**config.mk**
```make
export PLATFORM = sky130hd
export DESIGN_NAME = booth4_controller
export DESIGN_NICKNAME = d
export VERILOG_FILES = /design/src/rtl/booth4_controller.sv
export SDC_FILE = /design/constraint.sdc
export NUM_CORES = 1
export LEC_CHECK = 0
export ABC_AREA = 1
export CAP_MARGIN = 20
export CORE_AREA = 5 5 42 44
export DETAILED_ROUTE_END_ITERATION = 6
export DIE_AREA = 0 0 47 49
export GPL_TIMING_DRIVEN = 0
export PLACE_DENSITY = 0.66
export SYNTH_ARGS = -nofsm -noshare
export SYNTH_HDL_FRONTEND = slang
export SYNTH_SLANG_ARGS = --single-unit
```
**constraint.sdc**
```tcl
create_clock -name clk -period 1.3 [get_ports clk]
set_input_delay 0.26 -clock clk [delete_from_list [all_inputs] [get_ports clk]]
set_output_delay 0.26 -clock clk [all_outputs]
set_load 0.1 [all_outputs]
```
**src/rtl/booth4_controller.sv**
```systemverilog
// Radix-4 Booth multiplier controller.
// Sequences LOAD, then EVAL/SHIFT/CHECK per digit pair, then DONE.
module booth4_controller (
    input  logic       clk,
    input  logic       rst_n,
    input  logic       start,
    input  logic       abort,
    input  logic       Q1,
    input  logic       Q0,
    input  logic       Qm1,
    input  logic       eqz,
    output logic       ldA,
    output logic       shiftA,
    output logic       clrA,
    output logic       ldQ,
    output logic       shiftQ,
    output logic       clrQ,
    output logic       decr,
    output logic       ld_count,
    output logic       clrff,
    output logic       ldM,
    output logic       clrM,
    output logic [1:0] ALU_op,
    output logic       busy,
    output logic       done
);

    typedef enum logic [2:0] {
        IDLE  = 3'd0,
        LOAD  = 3'd1,
        EVAL  = 3'd2,
        SHIFT = 3'd3,
        CHECK = 3'd4,
        DONE  = 3'd5
    } state_t;

    state_t state_q, state_d;

    // State register; reset lands in IDLE without waiting for a clock.
    always_ff @(posedge clk or negedge rst_n) begin
        if (!rst_n) state_q <= IDLE;
        else        state_q <= state_d;
    end

    // Next state; abort overrides everything outside IDLE.
    always_comb begin
        state_d = IDLE;
        case (state_q)
            IDLE:    state_d = start ? LOAD : IDLE;
            LOAD:    state_d = EVAL;
            EVAL:    state_d = SHIFT;
            SHIFT:   state_d = CHECK;
            CHECK:   state_d = eqz ? DONE : EVAL;
            DONE:    state_d = IDLE;
            default: state_d = IDLE;
        endcase
        if (abort && state_q != IDLE) state_d = IDLE;
    end

    // Output decode from state, plus the Booth triplet in EVAL.
    always_comb begin
        ldA      = 1'b0;
        shiftA   = 1'b0;
        clrA     = 1'b0;
        ldQ      = 1'b0;
        shiftQ   = 1'b0;
        clrQ     = 1'b0;
        decr     = 1'b0;
        ld_count = 1'b0;
        clrff    = 1'b0;
        ldM      = 1'b0;
        clrM     = 1'b0;
        ALU_op   = 2'b00;
        busy     = 1'b0;
        done     = 1'b0;
        case (state_q)
            LOAD: begin
                busy     = 1'b1;
                ldQ      = 1'b1;
                ldM      = 1'b1;
                clrA     = 1'b1;
                clrff    = 1'b1;
                ld_count = 1'b1;
            end
            EVAL: begin
                busy = 1'b1;
                case ({Q1, Q0, Qm1})
                    3'b001, 3'b010: begin
                        ldA    = 1'b1;
                        ALU_op = 2'b00;
                    end
                    3'b011: begin
                        ldA    = 1'b1;
                        ALU_op = 2'b01;
                    end
                    3'b101, 3'b110: begin
                        ldA    = 1'b1;
                        ALU_op = 2'b10;
                    end
                    3'b100: begin
                        ldA    = 1'b1;
                        ALU_op = 2'b11;
                    end
                    default: begin
                        ldA    = 1'b0;
                        ALU_op = 2'b00;
                    end
                endcase
            end
            SHIFT: begin
                busy   = 1'b1;
                shiftA = 1'b1;
                shiftQ = 1'b1;
                decr   = 1'b1;
            end
            CHECK: busy = 1'b1;
            DONE: begin
                busy = 1'b1;
                done = 1'b1;
            end
            default: busy = 1'b0;
        endcase
    end

endmodule

```
==> impl_metrics.toml <==
[run_status]
status = "complete, but fails checks"
violations = "negative setup slack"

[worst_hold_path]
holdCritPathClass = "in2async"

[sta]
skew_ps = 0.298
rsz0062_at_grt = "yes"
max_freq_mhz = 635
final_hold_viol_count = 0
drv_slew = 0
min_period_ps = 1580
final.setup.worst_slack_ps = -275
setup_violations = 13
period_share_pct = 121
whs_ps = 206
fin_tns_setup_ps = -2850

[global_route]
grt_max_degree = 6
overflow = 0
grt_pass1_vias = 402
antenna_found_initial = 0
grt_first_pass_wirelength_um = 1660
grt_util_all_layers_pct = 10.0

[final_layout]
reg.largest.list = "state_q (3)"
area_growth_pct = 202
drive_gt1_share_pct = 65.9
fillCellCount = 111
insertedDiodeCount = 0
largest_reg_flops = 3
top_register = "state_q"
nets = 94

[detailed_routing]
route.detailed.drc = 0
ant_nets = 0
wl_per_cell_um = 9.78
drt_iter0_markers = 0
dr.pass1.iters = 1
avgViaCountPerCell = 3.97
drt_wl_total_um = 988
vias = 401

[die]
io_pins = 23
die_w_um = 47
start_util_pct = 21.6
core.rowCount = 14
core-area_mm2 = 0.00140
die_y_um = 49
die-area_mm2 = 0.00230

[critical_path]
reg2reg_depth = 7
cp_max_fo = 5
critPathLaunchType = "flop"
critical_path_class = "reg2out"
critPathCaptureType = "output pin"
worstPathArrival_ps = 1320
r2r_setup_slack_ps = 20
r2r-end = "state_q[1]"
crit_required_ps = 1040
r2r_start = "state_q[1]"

[synthesis]
synth-adder-area-share_pct = 0
synth_top_family_by_area = "simple AND/OR/NAND/NOR gates"
synth.area.mux_share_pct = 0
synth-warning-count = 0
synth-seq-area-share_pct = 24.8
syn-mean-instance-area_um2 = 6.18
ys_types = 14
syn_area_um2 = 303
synthSimpleGateAreaFrac_pct = 36.4
synth_compound_area_share_pct = 6.61
synth_xor_area_share_pct = 0
synthCells = 49
ys_ff_latch = 3

[cts]
cts_made_buffers = 3
clkLatencyLatePin_ps = 230
cts_tree = "built"
cts_hold_buf = 0
clkTransAtPathRegs_ps = 40
cts_root_buf = "clkbuf_4"
clockBufferDepth = 2
clock_sinks = 3
cts_max_level = 1

[run]
maxCapViolCount = 0

[placed_design]
hpwlAfterDp_um = 664
gp_congestion = 0.754
io_buffers = 20
## synthesized netlist by cell type
cell type | number | share of area (%)
nor2_2 | 1 | 2.1
inv_2 | 3 | 3.7
nand3_1 | 6 | 9.9
nand3_2 | 1 | 3.3
a21oi_1 | 2 | 3.3
dfrtp_1 | 3 | 25
nand2_1 | 9 | 11
nor2_1 | 5 | 6.2
buf_4 | 8 | 20
inv_1 | 6 | 7.4
nor3_1 | 1 | 1.7
nand2_2 | 1 | 2.1
conb_1 | 1 | 1.2
o21ai_0 | 2 | 3.3
## per-layer routing
| layer | up-vias | global-route usage, % | part of all wire [%] |
|---|---|---|---|
| met4 | 0 | 6.91 | 2.0 |
| met3 | 2 | 2.58 | 6.2 |
| met1 | 173 | 9.53 | 32 |
| met2 | 13 | 17.4 | 59 |
| li1 | 213 | - | - |
| met5 | - | 0 | 0 |
## cell families after synthesis
logic type | after synthesis
and+or+nand+nor | 24
buffers and inverters | 17
other | 1
AOI/OAI and AO/OA | 4
DFF | 3
## repair_timing
action	4_1_cts	5_1_grt
buffers inserted	9	3
cloned	0	0
endpoints found under the setup margin	13	13
pin swaps	4	5
resized for setup	128	6
## cell usage in the layout (no fill, tap or decap)
cell / Yosys / final
nand3_1: 6 / 4
inv_2: 3 / 3
clkbuf_1: 0 / 1
nor2_1: 5 / 2
clkinvlp_4: 0 / 2
buf_12: 0 / 15
clkbuf_4: 0 / 3
inv_4: 0 / 1
nor2_2: 1 / 1
buf_4: 8 / 11
o21ai_4: 0 / 1
conb_1: 1 / 2
buf_6: 0 / 6
nand3_2: 1 / 1
nor3_1: 1 / 1
nand2_2: 1 / 2
o21ai_1: 0 / 1
nand3_4: 0 / 2
nand2_1: 9 / 7
dfrtp_2: 0 / 2
inv_1: 6 / 3
dlygate4sd2_1: 0 / 3
clkdlybuf4s50_1: 0 / 4
a21oi_4: 0 / 2
dfrtp_1: 3 / 1
nor2_4: 0 / 3
nand2_4: 0 / 1
## worst max-delay path, cell delays in order (launching register included)
cell and delay (ps):
dfrtp_2 450, buf_4 150, buf_6 110, nor2_4 120, o21ai_4 80, buf_12 160
## layout make-up
type / instances / area, um2 / area share (%)
Timing Repair Buffer: 31 / 417 / 45.6
Multi-Input combinational cell: 30 / 229 / 25.1
Buffer: 8 / 100 / 11.0
Sequential cell: 3 / 77.6 / 8.49
Inverter: 9 / 43.8 / 4.79
Clock buffer: 4 / 26.3 / 2.88
Tap cell: 16 / 20.0 / 2.19
## worst max path at each step
stage / startpoint / endpoint / slack, ps / depth (start not counted)
6_report: state_q[0] / busy / -280 / 5
3_3_place_gp: Qm1 / ldA / -1180 / 5
2_1_floorplan: state_q[1] / ldM / -380 / 4
5_1_grt: state_q[0] / clrff / -340 / 4
4_1_cts: state_q[0] / clrff / -270 / 4
3_5_place_dp: Q0 / ldA / -1200 / 5
## stage by stage
stage	std cells	cell area (um2)	util [%]	setup slack (ps)
floorplan	50	405	-	-384
finish	101	913	65.2	-275
detailed placement	86	626	44.6	-1200
global placement	86	626	44.6	-1180
global route	101	913	65.2	-336
CTS	99	873	62.3	-273
Power is left out: the tool's default activity adds up to more than one toggle a clock period on the data nets, which glitch-free logic cannot reach.
